==> config.mk <==
export PLATFORM = sky130hd
export DESIGN_NAME = sr_bank_arbiter_flat
export DESIGN_NICKNAME = d
export VERILOG_FILES = /design/src/rtl/sr_bank_arbiter_if.sv /design/src/rtl/sr_bank_arbiter.sv /design/src/flat_wrapper.sv
export SDC_FILE = /design/constraint.sdc
export NUM_CORES = 1
export LEC_CHECK = 0
export CELL_PAD_IN_SITES_DETAIL_PLACEMENT = 0
export CELL_PAD_IN_SITES_GLOBAL_PLACEMENT = 1
export CORE_MARGIN = 5
export CORE_UTILIZATION = 37
export CTS_CLUSTER_SIZE = 8
export DETAILED_ROUTE_END_ITERATION = 7
export GPL_TIMING_DRIVEN = 0
export MAX_ROUTING_LAYER = met4
export PLACE_DENSITY_LB_ADDON = 0.1
export SYNTH_ARGS = -nofsm -noshare
export SYNTH_HDL_FRONTEND = slang
export SYNTH_SLANG_ARGS = --single-unit
==> constraint.sdc <==
create_clock -name clk -period 4.4 [get_ports clk]
set_clock_uncertainty 0.1 [all_clocks]
set_input_delay 0.88 -clock clk [delete_from_list [all_inputs] [get_ports clk]]
set_output_delay 0.88 -clock clk [all_outputs]
set_load 0.02 [all_outputs]
==> src/rtl/sr_bank_arbiter_if.sv <==
// ---------------------------------------------------------------------------
// sr_bank_arbiter_if
//   Bundle between the control agents and the shared SR bank arbiter.
//   master : agent side (drives clr, req and commands; sees grant/bank state)
//   slave  : arbiter side
//   Signals:
//     clr      bank-wide synchronous clear, active-high
//     req      per-requester request
//     cmd_s    per-requester set bit
//     cmd_r    per-requester reset bit
//     cmd_idx  per-requester bit index, requester i at [i*IDXW +: IDXW]
//     gnt      one-hot grant pulse
//     q        SR bank state
//     busy     a granted command is waiting to be applied
//     err      one-cycle pulse on an illegal / out-of-range command
//     err_id   requester id of the most recent error
// ---------------------------------------------------------------------------
interface sr_bank_arbiter_if #(
  parameter int NREQ  = 4,
  parameter int NBITS = 8,
  parameter int IDXW  = 3,
  parameter int IDW   = 2
);
  logic                 clr;
  logic [NREQ-1:0]      req;
  logic [NREQ-1:0]      cmd_s;
  logic [NREQ-1:0]      cmd_r;
  logic [NREQ*IDXW-1:0] cmd_idx;
  logic [NREQ-1:0]      gnt;
  logic [NBITS-1:0]     q;
  logic                 busy;
  logic                 err;
  logic [IDW-1:0]       err_id;

  modport master (
    output clr, req, cmd_s, cmd_r, cmd_idx,
    input  gnt, q, busy, err, err_id
  );

  modport slave (
    input  clr, req, cmd_s, cmd_r, cmd_idx,
    output gnt, q, busy, err, err_id
  );
endinterface

==> src/rtl/sr_bank_arbiter.sv <==
// ---------------------------------------------------------------------------
// sr_bank_arbiter
//   Round-robin arbiter that shares one bank of NBITS SR bits between NREQ
//   requesters. One requester is granted per cycle; its command is captured
//   at the grant edge and applied to the bank on the following edge, so
//   arbitration and apply overlap and a grant per cycle is sustained.
//   Illegal (S=R=1) and out-of-range commands leave the bank untouched and
//   raise a one-cycle err pulse with the offending requester id.
//   Ports:
//     clk  rising-edge clock
//     rst  synchronous reset, active-low
//     bus  sr_bank_arbiter_if slave modport (clr, req/cmd in; gnt/q/busy/err out)
// ---------------------------------------------------------------------------
module sr_bank_arbiter #(
  parameter int NREQ  = 4,
  parameter int NBITS = 8,
  parameter int IDXW  = 3,
  parameter int IDW   = 2
) (
  input  logic             clk,
  input  logic             rst,
  sr_bank_arbiter_if.slave bus
);

  logic [NREQ-1:0]  gnt_q, gnt_d;
  logic [IDW-1:0]   ptr_q, ptr_d;
  logic             pend_vld_q, pend_vld_d;
  logic             pend_s_q, pend_s_d;
  logic             pend_r_q, pend_r_d;
  logic [IDXW-1:0]  pend_idx_q, pend_idx_d;
  logic [IDW-1:0]   pend_id_q, pend_id_d;
  logic [NBITS-1:0] bank_q, bank_d;
  logic             err_q, err_d;
  logic [IDW-1:0]   err_id_q, err_id_d;

  logic [NREQ-1:0]  eligible;
  logic             found;
  logic [IDW-1:0]   win;
  logic             idx_bad;
  logic             cmd_bad;
  logic             write_en;

  // Round-robin search starting at ptr. The current grant holder is masked
  // because it only sees gnt one cycle late and may still be holding req.
  always_comb begin
    int             cand;
    logic [IDW-1:0] cand_idx;
    eligible = bus.req & ~gnt_q;
    found    = 1'b0;
    win      = '0;
    cand     = 0;
    cand_idx = '0;
    for (int k = 0; k < NREQ; k++) begin
      cand = int'(ptr_q) + k;
      if (cand >= NREQ) begin
        cand = cand - NREQ;
      end
      cand_idx = IDW'(cand);
      if (!found && eligible[cand_idx]) begin
        found = 1'b1;
        win   = cand_idx;
      end
    end
  end

  assign idx_bad  = (32'(pend_idx_q) >= NBITS);
  assign cmd_bad  = pend_s_q & pend_r_q;
  // Only a clean set or reset touches the bank; 00 is a granted no-op.
  assign write_en = pend_vld_q & ~idx_bad & (pend_s_q ^ pend_r_q) & ~bus.clr;

  // Per-bit next state: for a legal write the new value equals the S bit.
  for (genvar gi = 0; gi < NBITS; gi++) begin : g_bit
    assign bank_d[gi] = bus.clr ? 1'b0 :
                        (write_en && (pend_idx_q == IDXW'(gi))) ? pend_s_q :
                        bank_q[gi];
  end

  always_comb begin
    gnt_d      = '0;
    ptr_d      = ptr_q;
    pend_vld_d = 1'b0;
    pend_s_d   = pend_s_q;
    pend_r_d   = pend_r_q;
    pend_idx_d = pend_idx_q;
    pend_id_d  = pend_id_q;
    err_d      = 1'b0;
    err_id_d   = err_id_q;
    // clr discards the pending command and suppresses arbitration entirely.
    if (!bus.clr) begin
      if (pend_vld_q && (idx_bad || cmd_bad)) begin
        err_d    = 1'b1;
        err_id_d = pend_id_q;
      end
      if (found) begin
        gnt_d[win] = 1'b1;
        pend_vld_d = 1'b1;
        pend_s_d   = bus.cmd_s[win];
        pend_r_d   = bus.cmd_r[win];
        pend_idx_d = bus.cmd_idx[win*IDXW +: IDXW];
        pend_id_d  = win;
        ptr_d      = (32'(win) + 1 >= NREQ) ? '0 : win + 1'b1;
      end
    end
  end

  always_ff @(posedge clk) begin
    if (!rst) begin
      gnt_q      <= '0;
      ptr_q      <= '0;
      pend_vld_q <= 1'b0;
      pend_s_q   <= 1'b0;
      pend_r_q   <= 1'b0;
      pend_idx_q <= '0;
      pend_id_q  <= '0;
      bank_q     <= '0;
      err_q      <= 1'b0;
      err_id_q   <= '0;
    end else begin
      gnt_q      <= gnt_d;
      ptr_q      <= ptr_d;
      pend_vld_q <= pend_vld_d;
      pend_s_q   <= pend_s_d;
      pend_r_q   <= pend_r_d;
      pend_idx_q <= pend_idx_d;
      pend_id_q  <= pend_id_d;
      bank_q     <= bank_d;
      err_q      <= err_d;
      err_id_q   <= err_id_d;
    end
  end

  assign bus.gnt    = gnt_q;
  assign bus.q      = bank_q;
  assign bus.busy   = pend_vld_q;
  assign bus.err    = err_q;
  assign bus.err_id = err_id_q;

endmodule

==> src/flat_wrapper.sv <==
// flat-port wrapper written by rule: the top's interface ports become plain ports
module sr_bank_arbiter_flat 
#(
  parameter int NREQ  = 4,
  parameter int NBITS = 8,
  parameter int IDXW  = 3,
  parameter int IDW   = 2
)
  (clk, rst, bus_clr, bus_req, bus_cmd_s, bus_cmd_r, bus_cmd_idx, bus_gnt, bus_q, bus_busy, bus_err, bus_err_id);
  sr_bank_arbiter_if #(.NREQ(NREQ), .NBITS(NBITS), .IDXW(IDXW), .IDW(IDW)) bus_i ();
  input  logic clk;
  input  logic rst;
  input wire logic [$bits(bus_i.clr)-1:0] bus_clr;
  input wire logic [$bits(bus_i.req)-1:0] bus_req;
  input wire logic [$bits(bus_i.cmd_s)-1:0] bus_cmd_s;
  input wire logic [$bits(bus_i.cmd_r)-1:0] bus_cmd_r;
  input wire logic [$bits(bus_i.cmd_idx)-1:0] bus_cmd_idx;
  output wire logic [$bits(bus_i.gnt)-1:0] bus_gnt;
  output wire logic [$bits(bus_i.q)-1:0] bus_q;
  output wire logic [$bits(bus_i.busy)-1:0] bus_busy;
  output wire logic [$bits(bus_i.err)-1:0] bus_err;
  output wire logic [$bits(bus_i.err_id)-1:0] bus_err_id;
  assign bus_i.clr = bus_clr;
  assign bus_i.req = bus_req;
  assign bus_i.cmd_s = bus_cmd_s;
  assign bus_i.cmd_r = bus_cmd_r;
  assign bus_i.cmd_idx = bus_cmd_idx;
  assign bus_gnt = bus_i.gnt;
  assign bus_q = bus_i.q;
  assign bus_busy = bus_i.busy;
  assign bus_err = bus_i.err;
  assign bus_err_id = bus_i.err_id;
  sr_bank_arbiter #(.NREQ(NREQ), .NBITS(NBITS), .IDXW(IDXW), .IDW(IDW)) u_core (.clk(clk), .rst(rst), .bus(bus_i));
endmodule
* After elaboration in Yosys (flattened, before gate mapping)
Index checks and enable logic that the tools add are counted.
Operators by class: bitwise logic cells 9, shift-type cells 1, $mul 1, reductions and logical operators 21, multiplexer cells 29, equal/unequal tests 7, add/subtract/negate cells 9, order comparisons 11
Operators by type and width (count):
- $ge A32 B3 Y1 const B | 1
- $mux W2 | 9
- $lt A2 B3 Y1 const B | 5
- $logic_and A1 B1 Y1 | 13
- $mux W1 | 13
- $bmux W1 S2 | 6
- $eq A3 B3 Y1 const B | 4
- $shiftx A12 B5 Y3 | 1
- $ge A3 B3 Y1 const B | 3
- $sub A2 B1 Y2 const B | 4
- $add A2 B1 Y3 const B | 2
- $add A2 B2 Y3 const B | 2
- $eq A3 B2 Y1 const B | 2
- $and A4 B4 Y4 | 1
- $mul A2 B2 Y4 const B | 1
- $not A4 Y4 | 1
- $reduce_and A2 Y1 | 2
- $and A1 B1 Y1 | 3
- $eq A3 B1 Y1 const B | 1
- $ge A2 B3 Y1 const B | 1
- $logic_not A1 Y1 | 3
- $logic_not A3 Y1 | 1
- $not A1 Y1 | 3
- $reduce_or A3 Y1 | 1
- other kinds (5) | 5
Storage, ports and cells: input port bits 27, output and inout port bits 16, logic and storage cells 105, bits in registers 25

* Longest topological paths before layout
depth after elaboration 18, gate-level depth with buffers 8, depth with buffers taken out 7

* Worst setup path before layout
Ideal clock, no wire load.
kind in2reg, start input port bus_req[0], end register u_core.ptr_q[1], slack 2015 ps, stages 8, library setup time 122 ps, path buffers 1, data arrival time 2163 ps, data required time 4178 ps, path through or4b_1 o31ai_2 nand2b_4 buf_12 inv_1 ha_1 nand2_1 a21boi_0
Between the ends: word-level cells in the longest chain between the ends 16, elaborated cells on any way between the ends 28, those cells by class add/sub: 2; order compare: 1; mux: 17; bitwise: 1; reduce/logical: 7
RTL lines:
- start: declaration | line flat_wrapper.sv:14 | input wire logic [$bits(bus_i.req)-1:0] bus_req;
- $and A4 B4 Y4 * | line sr_bank_arbiter.sv:48 | eligible = bus.req & ~gnt_q;
- $bmux W1 S2 | line sr_bank_arbiter.sv:59 | if (!found && eligible[cand_idx]) begin
- $mux W1 (implied by the code) | line sr_bank_arbiter.sv:59
- $mux W1 | line sr_bank_arbiter.sv:59
- $logic_not A1 Y1 | line sr_bank_arbiter.sv:59
- $logic_and A1 B1 Y1 | line sr_bank_arbiter.sv:59
- $mux W1 | line sr_bank_arbiter.sv:59
- $logic_not A1 Y1 | line sr_bank_arbiter.sv:59
- $logic_and A1 B1 Y1 | line sr_bank_arbiter.sv:59
- $mux W1 | line sr_bank_arbiter.sv:59
- $logic_not A1 Y1 | line sr_bank_arbiter.sv:59
- $logic_and A1 B1 Y1 | line sr_bank_arbiter.sv:59
- $mux W2 * | line sr_bank_arbiter.sv:59
- net u_core.win[0] | line sr_bank_arbiter.sv:38 | logic [IDW-1:0] win;
- $add A2 B1 Y3 | line sr_bank_arbiter.sv:101 | ptr_d = (32'(win) + 1 >= NREQ) ? '0 : win + 1'b1;
- $ge A32 B3 Y1 | line sr_bank_arbiter.sv:101
- $mux W2 * | line sr_bank_arbiter.sv:101
- end signal: assignment | line sr_bank_arbiter.sv:120 | ptr_q <= ptr_d;
- end: declaration | line sr_bank_arbiter.sv:26 | logic [IDW-1:0] ptr_q, ptr_d;
Mark *: on every way through the listed nets, which the timed path passes. The rest lies on a longest branch. The select of a mux whose other input is x is not followed. A chain may end at the register's enable or synchronous reset.

* Worst setup path after layout
Same ends and word-level chain as after synthesis.

==> impl_results.md <==
- Clock latency at the later pin of the worst-skew pair: 270 ps
- Post-synthesis area per instance: 10.06 um^2
- Port buffer count: 42
- Worst setup EP type: flip-flop
- Fraction of registers with async set or reset after synthesis: 0%
- Setup Fix Bufs, Post-CTS: 0
- Number of endpoints failing setup at the final stage: 0
- Number of failing hold endpoints at the final stage: 0
- Post-layout net count: 213
- Antenna diode instance count: 0
- Top post-synthesis cells by count: dfxtp_1, mux2i_1, nor2_1
- Unrepaired setup endpoints after global routing: no
- Detailed placement HPWL: 2418 um
- Hold buffer count at CTS: 0
- Endpoint, Worst Hold: u_core.bus.q[0]$_SDFFE_PP0P_
- Initial cell density of the core: 37.37%
- Post-cts resize count: 0
- Register bit total from synthesis: 25
- Aggregate routed wire length: 3094 um
- Largest net degree at the start of global routing: 15
- Core Footprint: 3606 um^2
- Worst hold path type: flip-flop to flip-flop
- Part of the cycle the worst path needs: 61.26%
- Total grt overflow: 0
- Net count after synthesis: 166
- Die outline area: 4949 um^2
- Clock buffers created by TritonCTS: 3
- Shortest period the worst path allows: 2695 ps
- Max Clock Freq: 0.3710 GHz
- Antenna violations before repair: 0
- Synthesis-to-layout area growth: 39.09%
- Count leader, synth: dfxtp_1
- Result of the run: finished, final reports clean
- Arrival time at the worst endpoint: 2760 ps
- Average via count per standard cell: 4.930
- Detailed-routing iteration count for the pre-antenna-repair pass: 4
- Die W: 70.35 um
- Hold Crit Start: u_core.bus.q[0]$_SDFFE_PP0P_
- DRT antenna net count: 0
- Via total after detailed routing: 1124
- Clock tree from TritonCTS: yes
- First-pass GRT wire length: 5319 um
- Path depth of the worst reg2reg path: 8
- GPL Wtd Cong: 0.8172
- Synth Flop Type: dfxtp_1
- Headroom to the max-slew limit: 74.51%
- Capture point of the worst reg-to-reg path: u_core.ptr_q[1]$_SDFFE_PN0P_
- Sequential cell area fraction in the yosys report: 37.14%
- Slew at the pin closest to its max-slew limit: 382.4 ps
- Drc violations: 0
- Boundary pin count: 43
- Fraction of synthesized cell area taken by the top area cell type: 37.14%
- Number of instances in the synthesized netlist: 134
- Origin of the critical flop-to-flop path: u_core.ptr_q[1]$_SDFFE_PN0P_
- Clock H-tree levels: 1
- Height of the die: 70.35 um
- Post-CTS clock slew at the launch and capture registers of the worst setup and hold paths: 80 ps
- Number of pins exceeding their max-slew limit in the final report: 0
- Average wire length per cell after detail routing: 13.57 um
- Yosys Warn Count: 0
- Reg-to-reg slack, setup: 2350 ps
- Via count of the first global-routing pass: 1099
- Max-Cap Viols: 0
- Power density normalized to cell area: 282.0 nW/um^2
- Synth Cell Area: 1348 um^2
- Startpoint class of the critical path: primary input
- Overall Global Routing Usage: 13.53%
- CP required: 4460 ps
- Netlist cell types: 40
- Final-layout worst hold slack: 359.0 ps
- Count of routing violations after the opening detailed-route iteration: 28
- Layout cell share with drive strength beyond 1: 12.78%
- Sum Neg Setup Slack: 0 ps
- Dominant cells by area after synthesis: dfxtp_1, mux2i_1, ha_1, nor2_1, o221ai_1
- Worst Hold Depth: 2
- Post-synthesis cell type with the largest combined area: dfxtp_1
- Number of cell rows: 22
- Peak VDD IR: 0.1458 mV
- Leakage power summed over all cells: 0.7652 nW
- Maximum clock insertion buffer count: 2
- Crit path from: bus_req[0]
- Buffer type at the clock tree root: clkbuf_8
- Post-synth EDFFs: 0
- Maximum net fanout on the critical path: 11
- Type of the worst setup path: primary input to flip-flop
- Total clock sinks: 25
==> metrics by stage <==
step | setup WS (ps) | power, mW | area [um^2] | std cells | util (%)
2_1_floorplan | 2015 | 0.3502 | 1348 | 134 | -
3_3_place_gp | 1425 | 0.3983 | 1828 | 224 | 50.69
3_5_place_dp | 1402 | 0.4019 | 1828 | 224 | 50.69
4_1_cts | 1685 | 0.5379 | 1874 | 228 | 51.98
5_1_grt | 1582 | 0.5638 | 1874 | 228 | 51.98
6_report | 1705 | 0.5286 | 1874 | 228 | 51.98
==> flip-flops by register name (all words and copies together), names as in the netlist <==
signal,count
u_core.pend_s_q,1
u_core.bus.err_id,2
u_core.bus.q,8
u_core.ptr_q,2
u_core.pend_idx_q,3
u_core.bus.busy,1
u_core.pend_id_q,2
u_core.bus.gnt,4
u_core.bus.err,1
u_core.pend_r_q,1
==> routing by layer <==
| layer | share of wire, % | GRT usage, % | routed length, um | vias up |
|---|---|---|---|---|
| li1 | - | - | - | 579 |
| met1 | 52 | 19.11 | 1612 | 508 |
| met2 | 41 | 18.30 | 1256 | 32 |
| met3 | 5.7 | 3.453 | 177 | 5 |
| met4 | 1.5 | 5.106 | 47 | 0 |
| met5 | 0 | - | 0 | - |
==> final cells by class <==
cell class / instances / area, um^2
Multi-Input combinational cell: 101 / 770.7
Inverter: 2 / 7.507
Clock inverter: 1 / 5.005
Tap cell: 48 / 60.06
Buffer: 6 / 68.82
Timing Repair Buffer: 42 / 420.4
Fill cell: 346 / 1732
Sequential cell: 25 / 500.5
Clock buffer: 3 / 41.29
==> critical path, cell delays in order <==
cell and delay [ps]:
clkdlybuf4s50_1 490, or4b_1 450, o31ai_2 90, nand2b_4 210, buf_12 140, inv_1 60, ha_1 290, nand2_1 60
a21boi_0 70
==> how the worst max path moves through the flow <==
stage / slack, ps / cells after the start / to
2_1_floorplan: 2010 / 8 / u_core.ptr_q[1]$_SDFFE_PN0P_
6_report: 1700 / 9 / u_core.ptr_q[1]$_SDFFE_PN0P_
3_5_place_dp: 1400 / 9 / u_core.ptr_q[1]$_SDFFE_PN0P_
5_1_grt: 1580 / 9 / u_core.ptr_q[1]$_SDFFE_PN0P_
3_3_place_gp: 1430 / 9 / u_core.ptr_q[1]$_SDFFE_PN0P_
4_1_cts: 1680 / 9 / u_core.ptr_q[1]$_SDFFE_PN0P_
==> power by group <==
part / switching, mW / internal (mW)
Sequential: 0.0105 / 0.239
Combinational: 0.0663 / 0.0796
Clock: 0.0698 / 0.0633
==> cells in the final DEF (no fill, tap or decap), types with 2 or more instances in the layout <==
cell / n
a21boi_0: 2
o221ai_1: 5
inv_1: 2
buf_12: 2
clkbuf_8: 4
dfxtp_1: 25
nor3_1: 2
ha_1: 5
and3_1: 4
clkdlybuf4s50_1: 42
nand3_1: 7
nand2b_1: 3
nand2b_4: 2
and2_2: 2
nand2_1: 10
nand3b_1: 2
nor2_1: 12
mux2i_1: 19
nor3b_1: 3
clkbuf_1: 2
nor2b_1: 4
==> kinds of logic after synthesis <==
family / share of synthesized area [%]
simple gates: 25.16
compound gates: 13.28
buf+inv: 5.664
mux: 14.11
fa+ha+maj: 4.643
flops: 37.14
No activity file was read; power rests on OpenSTA's default activity.
